===== src/rtl/rgb_hsv_pkg.sv =====
// rtl/rgb_hsv_pkg.sv - shared constants and types for the RGB to HSV pipeline
package rgb_hsv_pkg;

  // Hue sector starts on the 0..255 hue circle; the sector span equals HUE_SECTOR_G.
  localparam int HUE_SECTOR_R = 0;
  localparam int HUE_SECTOR_G = 85;
  localparam int HUE_SECTOR_B = 170;
  localparam int HUE_FULL     = 255;

  // Input sample to output, counted in enabled clock cycles.
  localparam int LATENCY      = 12;

  // One quotient bit per divider stage; both quotients fit in 8 bits.
  localparam int DIV_STAGES   = 8;

  typedef enum logic [1:0] {
    SECTOR_R,
    SECTOR_G,
    SECTOR_B
  } hue_sector_e;

  typedef struct packed {
    logic de;
    logic hsync;
    logic vsync;
  } sync_t;

  // Values that ride alongside the dividers to the output stage.
  typedef struct packed {
    logic [7:0] v;
    logic       h_zero;
    logic       s_zero;
  } side_t;

  function automatic logic [7:0] sector_offset(input hue_sector_e sector);
    case (sector)
      SECTOR_G: return 8'(HUE_SECTOR_G);
      SECTOR_B: return 8'(HUE_SECTOR_B);
      default:  return 8'(HUE_SECTOR_R);
    endcase
  endfunction

endpackage


===== src/rtl/rgb_to_hsv_if.sv =====
// rtl/rgb_to_hsv_if.sv - pixel and sync bundle into and out of the converter
interface rgb_to_hsv_if;
  logic       de_in;
  logic       hsync_in;
  logic       vsync_in;
  logic [7:0] red;
  logic [7:0] green;
  logic [7:0] blue;
  logic [7:0] H;
  logic [7:0] S;
  logic [7:0] V;
  logic       de_out;
  logic       hsync_out;
  logic       vsync_out;

  // Video source side.
  modport master (
    output de_in, hsync_in, vsync_in, red, green, blue,
    input  H, S, V, de_out, hsync_out, vsync_out
  );

  // Converter side.
  modport slave (
    input  de_in, hsync_in, vsync_in, red, green, blue,
    output H, S, V, de_out, hsync_out, vsync_out
  );
endinterface


===== src/rtl/div_pipe.sv =====
// rtl/div_pipe.sv - unsigned pipelined restoring divider, one quotient bit per stage
module div_pipe #(
  parameter int NW = 17,
  parameter int DW = 9,
  parameter int QW = 8
) (
  input  logic          clk,
  input  logic          rst,
  input  logic          ce,
  input  logic [NW-1:0] num,
  input  logic [DW-1:0] den,
  output logic [QW-1:0] quo
);

  // Callers guarantee num/den < 2**QW, so the top stage starts at den << (QW-1).
  localparam int CW = NW + DW;

  logic [NW-1:0] rem_q  [QW];
  logic [DW-1:0] den_q  [QW];
  logic [QW-1:0] quo_q  [QW];
  logic [NW-1:0] rem_in [QW];
  logic [DW-1:0] den_in [QW];
  logic [QW-1:0] quo_in [QW];
  logic [NW-1:0] rem_nx [QW];
  logic [QW-1:0] quo_nx [QW];
  logic [QW-1:0] fits;

  // Per stage: try subtracting the shifted divisor and set that quotient bit if it fits.
  always_comb begin
    logic [CW-1:0] trial;
    trial     = '0;
    fits      = '0;
    rem_in[0] = num;
    den_in[0] = den;
    quo_in[0] = '0;
    for (int i = 1; i < QW; i++) begin
      rem_in[i] = rem_q[i-1];
      den_in[i] = den_q[i-1];
      quo_in[i] = quo_q[i-1];
    end
    for (int i = 0; i < QW; i++) begin
      trial     = CW'(den_in[i]) << (QW - 1 - i);
      fits[i]   = CW'(rem_in[i]) >= trial;
      rem_nx[i] = fits[i] ? NW'(CW'(rem_in[i]) - trial) : rem_in[i];
      quo_nx[i] = quo_in[i] | (QW'(fits[i]) << (QW - 1 - i));
    end
  end

  // Stage registers; a low ce freezes every stage together.
  always_ff @(posedge clk) begin
    if (rst) begin
      for (int i = 0; i < QW; i++) begin
        rem_q[i] <= '0;
        den_q[i] <= '0;
        quo_q[i] <= '0;
      end
    end else if (ce) begin
      for (int i = 0; i < QW; i++) begin
        rem_q[i] <= rem_nx[i];
        den_q[i] <= den_in[i];
        quo_q[i] <= quo_nx[i];
      end
    end
  end

  assign quo = quo_q[QW-1];

endmodule


===== src/rtl/rgb_to_hsv.sv =====
// rtl/rgb_to_hsv.sv - pipelined RGB888 to HSV888 converter with aligned video syncs
module rgb_to_hsv
  import rgb_hsv_pkg::*;
(
  input  logic        clk,
  input  logic        rst,
  input  logic        ce,
  rgb_to_hsv_if.slave px
);

  // Stages: 1 input, 2 max/min, 3 numerators, 4..11 dividers, 12 output = LATENCY.
  localparam logic signed [17:0] HUE_SPAN = 18'(HUE_SECTOR_G);
  localparam logic signed [17:0] HUE_WRAP = 18'(2 * HUE_FULL);

  logic [7:0]        r1, g1, b1;
  logic [7:0]        max_c, min_c;
  hue_sector_e       sector_c;
  logic signed [8:0] diff_c;
  logic [7:0]        max2, delta2;
  hue_sector_e       sector2;
  logic signed [8:0] diff2;
  logic signed [17:0] delta_x, offset_x, diff_x, hue_c;
  logic [16:0]       num_h3;
  logic [8:0]        den_h3;
  logic [15:0]       num_s3;
  logic [7:0]        den_s3;
  side_t             side3;
  side_t [DIV_STAGES-1:0] side_q;
  side_t             side_out;
  logic [7:0]        quo_h, quo_s;
  sync_t             sync_in;
  sync_t [LATENCY-1:0] sync_q;

  // Stage 1: capture the pixel.
  always_ff @(posedge clk) begin
    if (rst) begin
      r1 <= '0;
      g1 <= '0;
      b1 <= '0;
    end else if (ce) begin
      r1 <= px.red;
      g1 <= px.green;
      b1 <= px.blue;
    end
  end

  // Max/min and sector; strict compares give R priority over G over B on ties.
  always_comb begin
    max_c    = r1;
    sector_c = SECTOR_R;
    if (g1 > max_c) begin
      max_c    = g1;
      sector_c = SECTOR_G;
    end
    if (b1 > max_c) begin
      max_c    = b1;
      sector_c = SECTOR_B;
    end
    min_c = r1;
    if (g1 < min_c) min_c = g1;
    if (b1 < min_c) min_c = b1;
    case (sector_c)
      SECTOR_G: diff_c = $signed({1'b0, b1}) - $signed({1'b0, r1});
      SECTOR_B: diff_c = $signed({1'b0, r1}) - $signed({1'b0, g1});
      default:  diff_c = $signed({1'b0, g1}) - $signed({1'b0, b1});
    endcase
  end

  // Stage 2: register max, delta, sector and the sector's colour difference.
  always_ff @(posedge clk) begin
    if (rst) begin
      max2    <= '0;
      delta2  <= '0;
      sector2 <= SECTOR_R;
      diff2   <= '0;
    end else if (ce) begin
      max2    <= max_c;
      delta2  <= max_c - min_c;
      sector2 <= sector_c;
      diff2   <= diff_c;
    end
  end

  // Hue numerator over denominator 2*delta; negative red hues wrap by a full circle.
  always_comb begin
    delta_x  = $signed({10'd0, delta2});
    offset_x = $signed({10'd0, sector_offset(sector2)});
    diff_x   = {{9{diff2[8]}}, diff2};
    hue_c    = 18'sd2 * delta_x * offset_x + HUE_SPAN * diff_x;
    if (sector2 == SECTOR_R && diff2[8]) hue_c = hue_c + HUE_WRAP * delta_x;
  end

  // Stage 3: divider operands plus the values that bypass the dividers.
  always_ff @(posedge clk) begin
    if (rst) begin
      num_h3 <= '0;
      den_h3 <= '0;
      num_s3 <= '0;
      den_s3 <= '0;
      side3  <= '0;
    end else if (ce) begin
      num_h3 <= 17'(hue_c);
      den_h3 <= {delta2, 1'b0};
      num_s3 <= 16'(delta2) * 16'(HUE_FULL);
      den_s3 <= max2;
      side3  <= '{v: max2, h_zero: (delta2 == 8'd0), s_zero: (max2 == 8'd0)};
    end
  end

  div_pipe #(.NW(17), .DW(9), .QW(DIV_STAGES)) u_div_hue (
    .clk (clk),
    .rst (rst),
    .ce  (ce),
    .num (num_h3),
    .den (den_h3),
    .quo (quo_h)
  );

  div_pipe #(.NW(16), .DW(8), .QW(DIV_STAGES)) u_div_sat (
    .clk (clk),
    .rst (rst),
    .ce  (ce),
    .num (num_s3),
    .den (den_s3),
    .quo (quo_s)
  );

  // Stages 4..11: carry V and the zero-divisor flags in step with the dividers.
  always_ff @(posedge clk) begin
    if (rst) side_q <= '0;
    else if (ce) side_q <= {side_q[DIV_STAGES-2:0], side3};
  end

  assign side_out = side_q[DIV_STAGES-1];

  // Stage 12: outputs; zero divisors would give all-ones quotients, so force 0 there.
  always_ff @(posedge clk) begin
    if (rst) begin
      px.H <= '0;
      px.S <= '0;
      px.V <= '0;
    end else if (ce) begin
      px.H <= side_out.h_zero ? 8'd0 : quo_h;
      px.S <= side_out.s_zero ? 8'd0 : quo_s;
      px.V <= side_out.v;
    end
  end

  assign sync_in = '{de: px.de_in, hsync: px.hsync_in, vsync: px.vsync_in};

  // Sync delay line, same depth and enable as the pixel path.
  always_ff @(posedge clk) begin
    if (rst) sync_q <= '0;
    else if (ce) sync_q <= {sync_q[LATENCY-2:0], sync_in};
  end

  assign px.de_out    = sync_q[LATENCY-1].de;
  assign px.hsync_out = sync_q[LATENCY-1].hsync;
  assign px.vsync_out = sync_q[LATENCY-1].vsync;

endmodule


===== src/flat_wrapper.sv =====
// flat-port wrapper written by rule: the top's interface ports become plain ports
module rgb_to_hsv_flat import rgb_hsv_pkg::*;
  (clk, rst, ce, px_de_in, px_hsync_in, px_vsync_in, px_red, px_green, px_blue, px_H, px_S, px_V, px_de_out, px_hsync_out, px_vsync_out);
  rgb_to_hsv_if px_i ();
  input  logic clk;
  input  logic rst;
  input  logic ce;
  input wire logic [$bits(px_i.de_in)-1:0] px_de_in;
  input wire logic [$bits(px_i.hsync_in)-1:0] px_hsync_in;
  input wire logic [$bits(px_i.vsync_in)-1:0] px_vsync_in;
  input wire logic [$bits(px_i.red)-1:0] px_red;
  input wire logic [$bits(px_i.green)-1:0] px_green;
  input wire logic [$bits(px_i.blue)-1:0] px_blue;
  output wire logic [$bits(px_i.H)-1:0] px_H;
  output wire logic [$bits(px_i.S)-1:0] px_S;
  output wire logic [$bits(px_i.V)-1:0] px_V;
  output wire logic [$bits(px_i.de_out)-1:0] px_de_out;
  output wire logic [$bits(px_i.hsync_out)-1:0] px_hsync_out;
  output wire logic [$bits(px_i.vsync_out)-1:0] px_vsync_out;
  assign px_i.de_in = px_de_in;
  assign px_i.hsync_in = px_hsync_in;
  assign px_i.vsync_in = px_vsync_in;
  assign px_i.red = px_red;
  assign px_i.green = px_green;
  assign px_i.blue = px_blue;
  assign px_H = px_i.H;
  assign px_S = px_i.S;
  assign px_V = px_i.V;
  assign px_de_out = px_i.de_out;
  assign px_hsync_out = px_i.hsync_out;
  assign px_vsync_out = px_i.vsync_out;
  rgb_to_hsv u_core (.clk(clk), .rst(rst), .ce(ce), .px(px_i));
endmodule

===== config.mk =====
export PLATFORM = sky130hd
export DESIGN_NAME = rgb_to_hsv_flat
export DESIGN_NICKNAME = d
export VERILOG_FILES = /design/src/rtl/rgb_hsv_pkg.sv /design/src/rtl/rgb_to_hsv_if.sv /design/src/rtl/div_pipe.sv /design/src/rtl/rgb_to_hsv.sv /design/src/flat_wrapper.sv
export SDC_FILE = /design/constraint.sdc
export NUM_CORES = 2
export LEC_CHECK = 0
export BUFFER_PORTS_ARGS = -buffer_cell sky130_fd_sc_hd__buf_2
export CAP_MARGIN = 40
export CORE_MARGIN = 5
export CORE_UTILIZATION = 64
export DETAILED_ROUTE_END_ITERATION = 6
export HOLD_SLACK_MARGIN = 0.06
export PLACE_DENSITY_LB_ADDON = 0.08
export SLEW_MARGIN = 5
export SYNTH_ARGS = -nofsm -noshare
export SYNTH_HDL_FRONTEND = slang
export SYNTH_SLANG_ARGS = --single-unit

===== constraint.sdc =====
create_clock -name clk -period 12.7 [get_ports clk]
set_input_delay 2.54 -clock clk [delete_from_list [all_inputs] [get_ports clk]]
set_output_delay 2.54 -clock clk [all_outputs]
set_load 0.05 [all_outputs]

[After elaboration in Yosys (flattened, before gate mapping)]
Memories as Yosys holds them, arrays and structs flattened.
Cells that the tools add are included.
Storage, ports and cells
  flip-flop bits (word level): 242
  memories kept: 6
  RAM bits: 528
  word-level logic and storage cells: 278
  output and inout bits: 27
  input bits: 30
Operators by class
  reduce and logical (&&, ||, !) cells: 4
  $mul: 4
  add/subtract/negate cells: 22
  mux-type cells: 80
  bitwise logic cells: 62
  eq/ne operators: 4
  $lt $le $gt $ge: 20
Memory list
  u_core.u_div_hue.rem_q: words 8, width 17, read ports 7, clocked after Yosys merged registers in 0, write ports 8, RTL line div_pipe.sv:18  | logic [NW-1:0] rem_q [QW];
  u_core.u_div_sat.rem_q: words 8, width 16, read ports 7, clocked after Yosys merged registers in 0, write ports 8, RTL line div_pipe.sv:18
  u_core.u_div_hue.den_q: words 8, width 9, read ports 7, clocked after Yosys merged registers in 0, write ports 8, RTL line div_pipe.sv:19  | logic [DW-1:0] den_q [QW];
  u_core.u_div_hue.quo_q: words 8, width 8, read ports 8, clocked after Yosys merged registers in 0, write ports 8, RTL line div_pipe.sv:20  | logic [QW-1:0] quo_q [QW];
  u_core.u_div_sat.den_q: words 8, width 8, read ports 7, clocked after Yosys merged registers in 0, write ports 8, RTL line div_pipe.sv:19
  u_core.u_div_sat.quo_q: words 8, width 8, read ports 8, clocked after Yosys merged registers in 0, write ports 8, RTL line div_pipe.sv:20
Operators with widths (number)
  $mux 17: 17
  $mux 16: 16
  $mux 8: 30
  $mux 9: 8
  $or 1x1->1: 48
  $add 17x17->17: 2
  $sub 8x8->9: 3
  $pmux 9 s2: 1
  $ge 17x10->1: 1
  $ge 17x11->1: 1
  $ge 17x12->1: 1
  $ge 17x13->1: 1
  $ge 17x14->1: 1
  $ge 17x15->1: 1
  $ge 17x16->1: 1
  $ge 17x9->1: 1
  $mul 8x9->17 const A: 1
  $sub 17x10->17: 1
  $sub 17x11->17: 1
  $sub 17x12->17: 1
  $sub 17x13->17: 1
  $sub 17x14->17: 1
  $sub 17x15->17: 1
  $sub 17x16->17: 1
  38 further kinds: 55

[Depth between registers and ports, before layout]
  depth in word-level cells: 6
  mapped depth: 42
  gate-level depth less buffers: 41

[Modules after synthesis]
From an unflattened synthesis, not the netlist that was laid out.
Second synthesis, totals
  cells, all modules: 4090
  area total of the unflattened synthesis: 41494.8 um^2
By module, submodules not included
  rgb_to_hsv: cells each 1947, times used 1, seq. area each 4824.6 um^2, area each 17789.6 um^2
  div_pipe (u_core.u_div_hue): cells each 1135, times used 1, seq. area each 6546.3 um^2, area each 12321.8 um^2
  div_pipe (u_core.u_div_sat): cells each 1008, times used 1, seq. area each 6125.9 um^2, area each 11383.4 um^2

[Worst setup path after synthesis]
OpenSTA, ideal clock, no wires.
  kind: input to register
  from: input ce
  to: memory u_core.u_div_hue.den_q[0][2], enable pin
  cell stages on the path: 3
  data arrival time: 10846 ps
  required time: 11944 ps
  library setup time: 756 ps
  path slack: 1098 ps
  buffers on the path: 1
  path through: clkbuf_1 -> nor2_1 -> inv_1
RTL lines
  from (decl): RTL line flat_wrapper.sv:7  | input logic ce;
  to (decl): RTL line div_pipe.sv:19

[Worst setup path in the final report]
  from: register u_core.sector2[0]
  to: register u_core.num_h3[16]
Between the ends
  word-level cells in the longest chain between the ends: 6
  elaborated cells on any way between the ends: 9
  those cells by class: add/sub: 2; mul: 1; eq/ne: 2; mux: 2; reduce/logical: 2
RTL lines
  from (decl): RTL line rgb_to_hsv.sv:20  | hue_sector_e sector2;
  from (signal assigned): RTL line rgb_to_hsv.sv:79  | sector2 <= sector_c;
  $eq 2x2->1 / $eq 2x1->1 (equally long branches): RTL line rgb_hsv_pkg.sv:36  | case (sector)
  $pmux 8 s2: RTL line rgb_hsv_pkg.sv:36
  $mul 8x8->16: RTL line rgb_to_hsv.sv:89  | hue_c = 18'sd2 * delta_x * offset_x + HUE_SPAN * diff_x;
  $add 17x17->17: RTL line rgb_to_hsv.sv:89
  $add 17x17->17: RTL line rgb_to_hsv.sv:90  | if (sector2 == SECTOR_R && diff2[8]) hue_c = hue_c + HUE_WRAP * delta_x;
  $mux 17 (*): RTL line rgb_to_hsv.sv:90
  to (signal assigned): RTL line rgb_to_hsv.sv:102  | num_h3 <= 17'(hue_c);
  to (decl): RTL line rgb_to_hsv.sv:23  | logic [16:0] num_h3;
Every way passes the cells marked *; elsewhere a longest branch is shown, timed or not.
A chain may end at the register's enable or synchronous reset.

==> qor.csv <==
metric,value,unit
status,"complete, no violations",
mux cell area share after synthesis,6.26,%
Flop pwr share,24.3,%
Placement Rows,91,
ys flop type,edfxtp_1,
"Max FO, Critical Path",9,
vias,27200,
internal cell power,0.00657,W
clock share of power,18.7,%
vias in the first global route,28000,
largest family of logic cells by synthesized area,adder cells,
endpoints failing setup,0,
critical path capture point type,flop,
design area,42800,sq um
Max Slew Vio Count,0,
post-route antenna net violation count,0,
"Clk Latency, worst-skew pair",610,ps
root buffer cell,clkbuf_16,
setup TNS,0,ps
"most common cell after layout, fill and taps aside",nor2_1,
"Clk pin slew, worst setup/hold paths",70,ps
Pwr Total,0.0112,W
"Worst Setup Slack, final",3640,ps
synth unique cells,69,
buffers added on ports,56,
die area,66600,sq um
Starting Density,64.2,%
TritonCTS buffer count,70,
vias per cell,5.70,
dpl ws,3630,ps
"Avg Cell Area, Syn",10.1,sq um
Syn-to-layout area delta,8.72,%
most frequent cells in the layout,"nor2_1 (621), inv_1 (452), edfxtp_1 (408)",
Switching Share,41.2,%
Slew HR,24.8,%
final setup skew,23.3,ps
final RePlAce weighted congestion,0.871,
simple-gate share of the synthesized area,14.6,%
post-synthesis register bit count,649,
GRT overflow,0,
"EDFF count, synth",408,
Die Span X,258,um
Final Non-Filler Cells,4761,
DRT Wirelength,81800,um
Power Density,261,nW/um^2
layout cells sized above 1,5.36,%
TritonCTS clock tree,yes,
CP max stage cell,fa_1,
Gate Count Post-Synth,3892,
Die Ht,258,um
worst hold path class,flop to flop,
# IOs,57,
compound-cell area share of the yosys netlist,9.01,%
crit-path max cell delay,560,ps
startpoint types,flop,
asr flop ratio synth,0,%
Fmax,110,MHz
Post-Synth XOR/XNOR Area,3.74,%
Required @ worst endpoint,13230,ps
CTS Hold Bufs,0,
area share of fa/ha/maj cells after synthesis,17.5,%
First DRT Iteration DRCs,1633,
Synth warnings,0,
worst slew pin tran,1130,ps
number of remaining DRC errors,0,
Leak,19.3,nW
first-pass GRT wire length,137000,um
drt pass-1 iters,5,
HPWL after DPL,60400,um
post-cts sizing count,0,
# placed instances,4632,
GRT Overall Usage,24.6,%
"Setup Fix Bufs, Post-CTS",0,
placed instance area,40500,sq um
CTS max path bufs,3,
clock sink count,649,
Comb power frac,57.0,%
total core area,61400,sq um
DR WL/cell,17.2,um
CP Class,flop to flop,
Layout Nets,4419,
sequential-to-total area share from yosys stat,43.3,%
arrival time at the worst endpoint,9590,ps
Tmin final,9060,ps
htree depth,3,
largest net degree at the start of global routing,214,
max cap viols,0,
"Hold Vio Cnt, Final",0,
number of diodes,0,
part of the cycle the worst path needs,71.4,%
peak supply drop,1030,uV
RSZ-0062 raised after global routing,false,
switching pwr,0.00461,W
Syn Std Cell Area,39400,sq um
initial antenna violation count,1,
CP dominant cell by count,fa_1,
cell families (layout without fill, tap and decap cells):
kind of cell / count (synthesis) / count (layout)
simple gates: 1229 / 1229
fa+ha+maj: 475 / 475
buf+inv: 582 / 658
compound gates: 544 / 544
xor+xnor: 165 / 165
flops: 649 / 649
other cells: 2 / 5
mux: 246 / 246
flip-flops by register name, indices dropped and copies added, names as in the netlist, 2 cells and up:
name and cells:
u_core.u_div_hue.den_q 50, u_core.u_div_hue.rem_q 119, u_core.delta2 8, u_core.diff2 9, u_core.r1 8, u_core.den_h3 7, u_core.side_out 10, u_core.sync_q 33
u_core.u_div_hue.quo_q 36, u_core.u_div_sat.quo_q 36, u_core.px.S 8, u_core.max2 8, u_core.num_s3 16, u_core.side_q 70, u_core.g1 8, u_core.u_div_sat.rem_q 111
u_core.den_s3 8, u_core.u_div_sat.den_q 56, u_core.side3 2, u_core.b1 8, u_core.px.H 8, u_core.sector2 2, u_core.px.V 8, u_core.num_h3 17
final timing paths:
kind              slack, ps                end         startpoint  cells after the start
setup reg to reg       3640  u_core.num_h3[16]  u_core.sector2[0]                     34
hold / removal          460   u_core.side_q[6]   u_core.side_q[6]                      1
setup / recovery       3640  u_core.num_h3[16]  u_core.sector2[0]                     34
hold reg to reg         460   u_core.side_q[6]   u_core.side_q[6]                      1
power by group through the flow:
stage / Combinational, W / Clock [W] / Sequential (W)
floorplan: 0.00509 / 0 / 0.00271
global placement: 0.00607 / 0 / 0.00274
detailed placement: 0.00631 / 0 / 0.00275
CTS: 0.00638 / 0.00213 / 0.00271
global route: 0.00722 / 0.00222 / 0.00274
finish: 0.00638 / 0.00209 / 0.00271
worst max-delay path: cells and delay by family, from the launching register on:
family / cells / cell delay, ps
AND/OR/NAND/NOR: 7 / 1530
adder cells (fa/ha/maj): 11 / 4860
flip-flops: 1 / 390
buffers and inverters: 5 / 290
AO/OA/AOI/OAI: 7 / 1210
XOR/XNOR: 4 / 720
layer usage:
| metal | share of wire [%] | GRT usage (%) |
|---|---|---|
| met5 | 0.016 | 0 |
| met4 | 2.3 | 7.13 |
| met3 | 4.0 | 3.87 |
| met2 | 51 | 44.4 |
| met1 | 43 | 30.8 |
stage by stage:
step,utilization (%),hold WS [ps]
4_1_cts,69.8,457
2_1_floorplan,-,426
6_report,69.8,457
5_1_grt,69.8,466
3_5_place_dp,65.9,445
3_3_place_gp,65.8,443
final cells by class:
type,count,area (sq um)
clock buffer,89,1890
clock inverter,40,480
fill,4476,18500
inverter,454,1710
multi-input combinational,2664,20200
sequential,649,17100
tap,790,988
timing repair buffer,75,515
synthesized netlist by cell type (all sizes together), types with 15 or more instances:
master	instances	area share, %
nor2	623	5.9
inv	454	4.3
edfxtp	408	31
ha	347	11
mux2i	244	6.2
dfxtp	241	12
nand2	160	1.5
o21ai	130	1.7
a21oi	129	1.7
fa	128	6.5
and2	115	1.8
xnor2	109	2.4
clkbuf	105	1.0
nor2b	89	1.4
xor2	54	1.2
a211oi	51	1.0
a21o	51	0.97
nor3	47	0.60
a21boi	42	0.80
nand2b	35	0.56
nand4	29	0.46
nor4	29	0.46
nand3	24	0.30
buf	23	0.23
o21a	23	0.44
or3	20	0.32
a22oi	17	0.32
o21bai	15	0.29
Note: power is estimated with default switching activity, not from simulation.
